### src/rtl/wb_pkg.sv
// Shared encodings for the writeback select unit: write-data select codes,
// load-type (funct3) codes, FSM states and the default datapath widths.
package wb_pkg;

    localparam int WB_XLEN       = 32;
    localparam int WB_REG_ADDR_W = 5;

    localparam logic [1:0] WDSEL_ALU = 2'b00;
    localparam logic [1:0] WDSEL_MEM = 2'b01;
    localparam logic [1:0] WDSEL_PC4 = 2'b10;

    localparam logic [2:0] DM_LB  = 3'b000;
    localparam logic [2:0] DM_LH  = 3'b001;
    localparam logic [2:0] DM_LW  = 3'b010;
    localparam logic [2:0] DM_LBU = 3'b100;
    localparam logic [2:0] DM_LHU = 3'b101;

    typedef enum logic [1:0] {
        IDLE     = 2'd0,
        WAIT_MEM = 2'd1,
        COMMIT   = 2'd2
    } wb_state_e;

endpackage

### src/rtl/load_aligner.sv
// Picks the addressed byte/half out of a word-aligned read word and extends it.
// Purely combinational; unknown load types pass the whole word through.
module load_aligner
    import wb_pkg::*;
#(
    parameter int XLEN = WB_XLEN
) (
    input  logic [XLEN-1:0] mem_rdata,
    input  logic [1:0]      addr_lo,
    input  logic [2:0]      dm_type,
    output logic [XLEN-1:0] load_word
);

    logic [7:0]  byte_sel;
    logic [15:0] half_sel;

    assign byte_sel = mem_rdata[{addr_lo, 3'b000} +: 8];
    assign half_sel = mem_rdata[{addr_lo[1], 4'b0000} +: 16];

    always_comb begin
        load_word = mem_rdata;
        case (dm_type)
            DM_LB:   load_word = {{(XLEN-8){byte_sel[7]}}, byte_sel};
            DM_LH:   load_word = {{(XLEN-16){half_sel[15]}}, half_sel};
            DM_LBU:  load_word = {{(XLEN-8){1'b0}}, byte_sel};
            DM_LHU:  load_word = {{(XLEN-16){1'b0}}, half_sel};
            default: load_word = mem_rdata;
        endcase
    end

endmodule

### src/rtl/wb_select_unit.sv
// Writeback stage: accepts one retiring instruction, selects ALU / load / PC+4
// data, waits for the memory response on loads and emits a one-cycle write strobe.
module wb_select_unit
    import wb_pkg::*;
#(
    parameter int XLEN       = WB_XLEN,
    parameter int REG_ADDR_W = WB_REG_ADDR_W
) (
    input  logic                  clk,
    input  logic                  rstn,
    input  logic                  issue_valid,
    output logic                  issue_ready,
    input  logic [1:0]            wdsel,
    input  logic                  regwrite,
    input  logic [REG_ADDR_W-1:0] rd,
    input  logic [XLEN-1:0]       alu_result,
    input  logic [XLEN-1:0]       pc,
    input  logic [2:0]            dm_type,
    input  logic                  mem_rvalid,
    input  logic [XLEN-1:0]       mem_rdata,
    output logic                  rf_we,
    output logic [REG_ADDR_W-1:0] rf_waddr,
    output logic [XLEN-1:0]       rf_wdata,
    output logic                  busy
);

    wb_state_e             state_q, state_d;
    logic                  regwrite_q, regwrite_d;
    logic [REG_ADDR_W-1:0] rd_q, rd_d;
    logic [2:0]            dm_type_q, dm_type_d;
    logic [1:0]            addr_lo_q, addr_lo_d;
    logic [REG_ADDR_W-1:0] rf_waddr_q, rf_waddr_d;
    logic [XLEN-1:0]       rf_wdata_q, rf_wdata_d;
    logic [XLEN-1:0]       load_word;
    logic [XLEN-1:0]       direct_data;
    logic                  accept;

    load_aligner #(
        .XLEN (XLEN)
    ) u_load_aligner (
        .mem_rdata (mem_rdata),
        .addr_lo   (addr_lo_q),
        .dm_type   (dm_type_q),
        .load_word (load_word)
    );

    // Select code 11 falls back to the ALU result, same as 00.
    assign direct_data = (wdsel == WDSEL_PC4) ? (pc + XLEN'(4)) : alu_result;

    assign issue_ready = rstn && (state_q == IDLE);
    assign accept      = issue_valid && (state_q == IDLE);
    assign busy        = (state_q != IDLE);
    assign rf_we       = (state_q == COMMIT) && regwrite_q && (rd_q != '0);
    assign rf_waddr    = rf_waddr_q;
    assign rf_wdata    = rf_wdata_q;

    always_comb begin
        state_d    = state_q;
        regwrite_d = regwrite_q;
        rd_d       = rd_q;
        dm_type_d  = dm_type_q;
        addr_lo_d  = addr_lo_q;
        rf_waddr_d = rf_waddr_q;
        rf_wdata_d = rf_wdata_q;

        if (accept) begin
            regwrite_d = regwrite;
            rd_d       = rd;
            dm_type_d  = dm_type;
            addr_lo_d  = alu_result[1:0];
        end

        case (state_q)
            IDLE: begin
                if (accept) begin
                    if (wdsel == WDSEL_MEM) begin
                        state_d = WAIT_MEM;
                    end else begin
                        // Non-loads publish their data on the accept edge so it
                        // is stable for the whole COMMIT cycle.
                        state_d    = COMMIT;
                        rf_waddr_d = rd;
                        rf_wdata_d = direct_data;
                    end
                end
            end
            WAIT_MEM: begin
                if (mem_rvalid) begin
                    state_d    = COMMIT;
                    rf_waddr_d = rd_q;
                    rf_wdata_d = load_word;
                end
            end
            COMMIT:  state_d = IDLE;
            default: state_d = IDLE;
        endcase
    end

    always_ff @(posedge clk or negedge rstn) begin
        if (!rstn) begin
            state_q    <= IDLE;
            regwrite_q <= 1'b0;
            rd_q       <= '0;
            dm_type_q  <= DM_LW;
            addr_lo_q  <= 2'b00;
            rf_waddr_q <= '0;
            rf_wdata_q <= '0;
        end else begin
            state_q    <= state_d;
            regwrite_q <= regwrite_d;
            rd_q       <= rd_d;
            dm_type_q  <= dm_type_d;
            addr_lo_q  <= addr_lo_d;
            rf_waddr_q <= rf_waddr_d;
            rf_wdata_q <= rf_wdata_d;
        end
    end

endmodule

### config.mk
export PLATFORM = sky130hd
export DESIGN_NAME = wb_select_unit
export DESIGN_NICKNAME = d
export VERILOG_FILES = /design/src/rtl/wb_pkg.sv /design/src/rtl/load_aligner.sv /design/src/rtl/wb_select_unit.sv
export SDC_FILE = /design/constraint.sdc
export NUM_CORES = 1
export LEC_CHECK = 0
export ABC_AREA = 1
export CORE_UTILIZATION = 45
export CTS_CLUSTER_SIZE = 28
export DETAILED_ROUTE_END_ITERATION = 8
export HOLD_SLACK_MARGIN = 0.12
export PLACE_DENSITY = 0.78
export SYNTH_ARGS = -nofsm -noshare
export SYNTH_HDL_FRONTEND = slang
export SYNTH_HIERARCHICAL = 1
export SYNTH_SLANG_ARGS = --single-unit
### constraint.sdc
create_clock -name clk -period 1.6 [get_ports clk]
set_input_delay 0.32 -clock clk [delete_from_list [all_inputs] [get_ports clk]]
set_output_delay 0.32 -clock clk [all_outputs]
set_load 0.01 [all_outputs]
* Yosys cells after proc, flatten, opt, wreduce, memory -nomap -nowiden *
Cells that the tools add are included.

storage, ports and cells
  logic and storage cells = 45
  register bits after elaboration = 50
  output and inout bits = 40
  input bits = 111

cells by class
  muxes and demuxes = 14
  shift-type cells = 2
  add/sub/neg operators = 1
  equal/unequal tests = 10
  reductions and logical operators = 11

operator list
  cell                                                              count
  32-bit 2-to-1 mux                                                 4
  32-bit one-hot mux with 4 select lines                            1
  32-bit one-hot mux with 2 select lines                            1
  32-bit by 3-bit adder with 32-bit output (second input constant)  1
  32-bit by 6-bit indexed part select with 16-bit output            1
  32-bit by 6-bit indexed part select with 8-bit output             1
  5-bit 2-to-1 mux                                                  3
  5-bit one-hot mux with 2 select lines                             1
  3-bit == test (second input constant)                             2
  2-bit 2-to-1 mux                                                  3
  2-bit != test (second input constant)                             3
  5-bit nonzero test                                                1
  2-bit by 1-bit == test with 1-bit output (second input constant)  2
  2-bit == test (second input constant)                             2
  1-bit logical AND                                                 4
  2-bit one-hot mux with 2 select lines                             1
  4-bit AND reduction                                               1
  2-bit nonzero test                                                2
  3-bit by 1-bit == test with 1-bit output (second input constant)  1
  3-bit zero test                                                   1
  2-bit zero test                                                   1
  2-bit AND reduction                                               1

* Logic depth before layout (Yosys ltp) *
  word-level depth = 5
  mapped depth = 12
  mapped depth without buffers = 11

* Modules after synthesis *
Netlist, hierarchy kept.

by module, submodules not included
  module          instances  cells each  sequential area each (um^2)  area an instance (um^2)
  wb_select_unit  1          545         1252.5                       3564.7
  load_aligner    1          202         0.0                          932.1

* Least setup slack after synthesis *
OpenSTA, ideal clock, no wires.

  path kind = register -> register
  from = reg dm_type_q[1]
  to = reg rf_wdata_q[9] (netlist: rf_wdata[9])
  required time = 1535 ps
  period minus slack after synthesis = 1456 ps
  buffers on the path = 2
  stages on the path, launching flop included = 9
  arrival = 1391 ps
  setup time = 65 ps
  path slack = 144 ps
  cell sequence = dfstp_2 > buf_4 > clkbuf_1 > a21oi_1 > a21oi_2 > nor2_1 > nor2_1 > nand2_1 > nand2_1

between the ends
  longest elaborated chain between the ends = 4
  elaborated cells on any way between the ends = 7
  classes of those cells = 3 x eq/ne; 3 x mux; 1 x reduce/logical

ends and longest elaborated chain
  item                                        RTL line               source
  start: declaration                          wb_select_unit.sv:30   logic [2:0] dm_type_q, dm_type_d;
  start signal: assignment                    wb_select_unit.sv:112  dm_type_q <= dm_type_d;
  3-bit == test (tied with other cells)       load_aligner.sv:22     case (dm_type)
  32-bit one-hot mux with 4 select lines (*)  load_aligner.sv:22
  net load_word[9]                            wb_select_unit.sv:34   logic [XLEN-1:0] load_word;
  32-bit 2-to-1 mux (*)                       wb_select_unit.sv:88   if (mem_rvalid) begin
  32-bit one-hot mux with 2 select lines (*)  wb_select_unit.sv:73   case (state_q)
  end signal: assignment                      wb_select_unit.sv:115  rf_wdata_q <= rf_wdata_d;
  end: declaration                            wb_select_unit.sv:33   logic [XLEN-1:0] rf_wdata_q, rf_wdata_d;

Mark *: on every way through the listed nets, which the timed path passes. The rest lies on a longest branch. The select of a mux whose other input is x is not followed.
A chain may end at the register's enable or synchronous reset.

* Final worst setup path *
  from = reg rd_q[1]
  to = out rf_we

between the ends
  longest elaborated chain between the ends = 2

ends and longest elaborated chain
  item                      RTL line               source
  start: declaration        wb_select_unit.sv:29   logic [REG_ADDR_W-1:0] rd_q, rd_d;
  start signal: assignment  wb_select_unit.sv:111  rd_q <= rd_d;
  5-bit nonzero test        wb_select_unit.sv:53   assign rf_we = (state_q == COMMIT) && regwrite_q && (rd_q != '0);
  1-bit logical AND         wb_select_unit.sv:53
  end: declaration          wb_select_unit.sv:21   output logic rf_we,

No other way between the ends.

==> metrics.md <==
| Metric | Value |
|---|---|
| Status | `finished with violations` |
| Failing checks | `setup timing` |
| Power Density | `1230 nW/um^2` |
| Starting density of the core | `0.462` |
| DRT iter0 DRCs | `462` |
| Detailed-route via count | `around 5,800` |
| Finished Cell Area | `~7300 sq um` |
| Fin. Hold Viols | `0` |
| Vias in the first global route | `~5,300` |
| YS warnings | `6` |
| Setup violators final | `1` |
| Clock buffer count from CTS | `5` |
| Fill cells | `800` |
| Netlist cell types | `38` |
| Most frequent cell after synthesis | `nand2_1` |
| Setup slack after layout | `-15.1 ps` |
| Final worst-path cycle share | `1.01` |
| R2R cell count | `11` |
| Drc violations | `0` |
| Data required, critical path | `1280 ps` |
| Syn avg cell area | `6.02 sq um` |
| Net count after synthesis | `~860` |
| Remaining global-route overflow | `0` |
| Yosys top cell by area | `dfrtp_1` |
| Synth cell count leaders | `282 x nand2_1, 104 x nor2_1, 65 x nand3_1` |
| Nets | `around 1,100` |
| Ys async rst share | `1.00` |
| Min Clock Period, post-route | `roughly 1600 ps` |
| CTS Sinks | `50` |
| Layout cells sized above 1 | `0.238` |
| I/O Buffers | `150` |
| Sequential area share after synthesis | `0.279` |
| Final slew viol count | `0` |
| Post-DP HPWL | `12,900 um` |
| Main area contributors after synthesis | `dfrtp_1 27%, nand2_1 24%, nor2_1 8.7%` |
| Clock Pin Slew Worst Setup and Hold Paths | `about 100 ps` |
| Largest net degree at the start of global routing | `51` |
| Global-route wire length before repair | `~25,000 um` |
| Cell Area, Placed | `6680 sq um` |
| Final hold slack | `around 210 ps` |
| Number of diodes | `0` |
| Clk_lat worst skew | `roughly 300 ps` |
| Cts hold-fix bufs | `0` |
| #FFs+latches synth | `50` |
| Row count | `36` |
| Via/cell ratio | `about 5.2` |
| Post-synth top flop | `dfrtp_1` |
| Total of max-cap violations | `0` |
| Die Ht | `just over 100 um` |
| GP Congestion | `0.904` |
| Worst Setup End Kind | `output pin` |
| Post-layout util | `0.753` |
| CTS Root Cell | `clkbuf_8` |
| FF-to-FF End | `rf_wdata[29]$_DFFE_PN0P_` |
| Hold Path Class | `input port to async pin` |
| Area grow syn2layout | `62.8%` |
| Share of the synthesized area in the top cell type | `0.273` |
| Critical Path Source Type | `register` |
| H-tree Lvls | `2` |
| Lkg Pwr | `3.73 nW` |
| WL/cell | `about 15 um` |
| Post-Syn Instances | `between 700 and 800` |
| Post-synth EDFFs | `0` |
| Tot Pwr | `8.97 mW` |
| Drt first pass iters | `7` |
| RSZ-0062 raised after global routing | `yes` |
| R2r startpoint | `addr_lo_q[1]$_DFFE_PN0P_` |
| Die width | `slightly above 100 um` |
| Actual slew at the worst max-slew pin | `656 ps` |
| Antenna Nets Post-Route | `0` |
| Max VDD drop | `between 800 and 900 uV` |
| Clock Skews | `between 8 and 9 ps` |
| Reg2Reg Setup Slack | `approximately 20 ps` |
| TritonCTS clock tree | `done` |
| Worst Path Arrival | `approximately 1300 ps` |
| DIE AREA | `slightly above 10,000 sq um` |
| Initial antenna violation count | `0` |
| Clk buf depth | `2` |
| Cell Area, Synth | `approximately 4500 sq um` |
| CORE AREA | `roughly 9700 sq um` |
| Critical path class | `register to output pin` |
| # IOs | `151` |
| Gr usage total | `0.308` |
| Slew HR | `0.562` |
| Max Clk Rate | `roughly 620 MHz` |
| Post-Route WL | `17,000 um` |
| Worst-path maximum fanout | `2` |
==> what timing repair did <==
action	in CTS	in global routing
endpoints found under the setup margin	21	46
buffers inserted	3	10
pin swaps	9	46
gates resized for setup	24	107
cloned	0	6
==> final cells by class <==
class                           count  area [sq um]  area share
Multi-Input combinational cell    600          3040       0.415
Timing Repair Buffer              255          2490       0.341
Sequential cell                    50          1250       0.171
Inverter                           66           258      0.0352
Tap cell                          133           166      0.0227
Clock buffer                        6          72.6     0.00991
Clock inverter                      2          37.5     0.00513
==> worst max-delay path, cell delays in order (launching register included) <==
cell     delay [ps]
dfrtp_1         410
nor3_2          210
nand3_1         120
nand4_1          90
inv_1            40
buf_2           130
==> report_power, final <==
part	switching (mW)	internal (mW)	leakage (nW)
logic	2.96	2.78	3.09
registers	0.459	1.86	0.595
clock network	0.445	0.468	0.0514
total	3.86	5.11	3.73
==> metrics by stage <==
step	std cells	setup slack [ps]	setup TNS, ps
final	1112	-15.1	-15.1
after global routing	1112	-59.0	-575
after CTS	1096	-5.86	-5.86
after detailed placement	1085	-417	-11020
after global placement	1085	-331	-8710
after floorplan	747	144	0
==> logic make-up (layout without fill, tap and decap cells) <==
logic type | Yosys count | in the layout | synth area share
simple gates | 494 | 496 | 0.471
buf+inv | 99 | 329 | 0.111
compound gates | 93 | 93 | 0.113
flops | 50 | 50 | 0.279
mux | 7 | 7 | 0.0175
xor+xnor | 3 | 3 | 0.00584
fa+ha+maj | 1 | 1 | 0.00278
==> sequential cells by signal (all words and copies together), names as in the netlist <==
| name | cells |
|---|---|
| rf_wdata | 32 |
| rd_q | 5 |
| rf_waddr | 5 |
| dm_type_q | 3 |
| addr_lo_q | 2 |
| state_q | 2 |
| regwrite_q | 1 |
==> worst max path at each step <==
stage,depth (start not counted),end,slack (ps),from
finish,5,rf_we,-20,rd_q[1]$_DFFE_PN0P_
global route,5,rf_we,-60,rd_q[1]$_DFFE_PN0P_
global placement,10,rf_wdata[27]$_DFFE_PN0P_,-330,pc[2]
detailed placement,10,rf_wdata[27]$_DFFE_PN0P_,-420,pc[2]
CTS,5,rf_we,-6,rd_q[4]$_DFFE_PN0P_
floorplan,8,rf_wdata[9]$_DFFE_PN0P_,140,dm_type_q[1]$_DFFE_PN1P_
==> routing by layer <==
metal / track usage / vias to the layer above / wire length (um)
li1: - / 2826 / -
met1: 0.369 / 2691 / 6710
met2: 0.569 / 232 / 8670
met3: 0.0465 / 41 / 1210
met4: 0.0879 / 0 / 389
met5: 0 / - / 0
==> cell usage in the layout, fill, tap and decap left out, types with 3 or more instances in the layout <==
| cell type | n |
|---|---|
| o21bai_1 | 4 |
| buf_12 | 9 |
| nand3_2 | 10 |
| nand3_1 | 58 |
| mux2_2 | 7 |
| a31oi_1 | 5 |
| buf_2 | 4 |
| a21oi_2 | 8 |
| buf_6 | 5 |
| inv_2 | 6 |
| nor2_1 | 85 |
| dfrtp_1 | 47 |
| dlymetal6s2s_1 | 22 |
| o21ai_1 | 11 |
| a21oi_4 | 3 |
| clkbuf_8 | 5 |
| a21oi_1 | 44 |
| nand2_4 | 5 |
| nor2_4 | 15 |
| clkdlybuf4s50_1 | 122 |
| nand2_2 | 28 |
| o21ai_0 | 13 |
| buf_4 | 87 |
| or2_0 | 3 |
| or2_2 | 6 |
| nand2_1 | 260 |
| inv_1 | 58 |
| nor2_2 | 15 |
| o211ai_1 | 3 |
No activity file was read; power rests on OpenSTA's default activity.
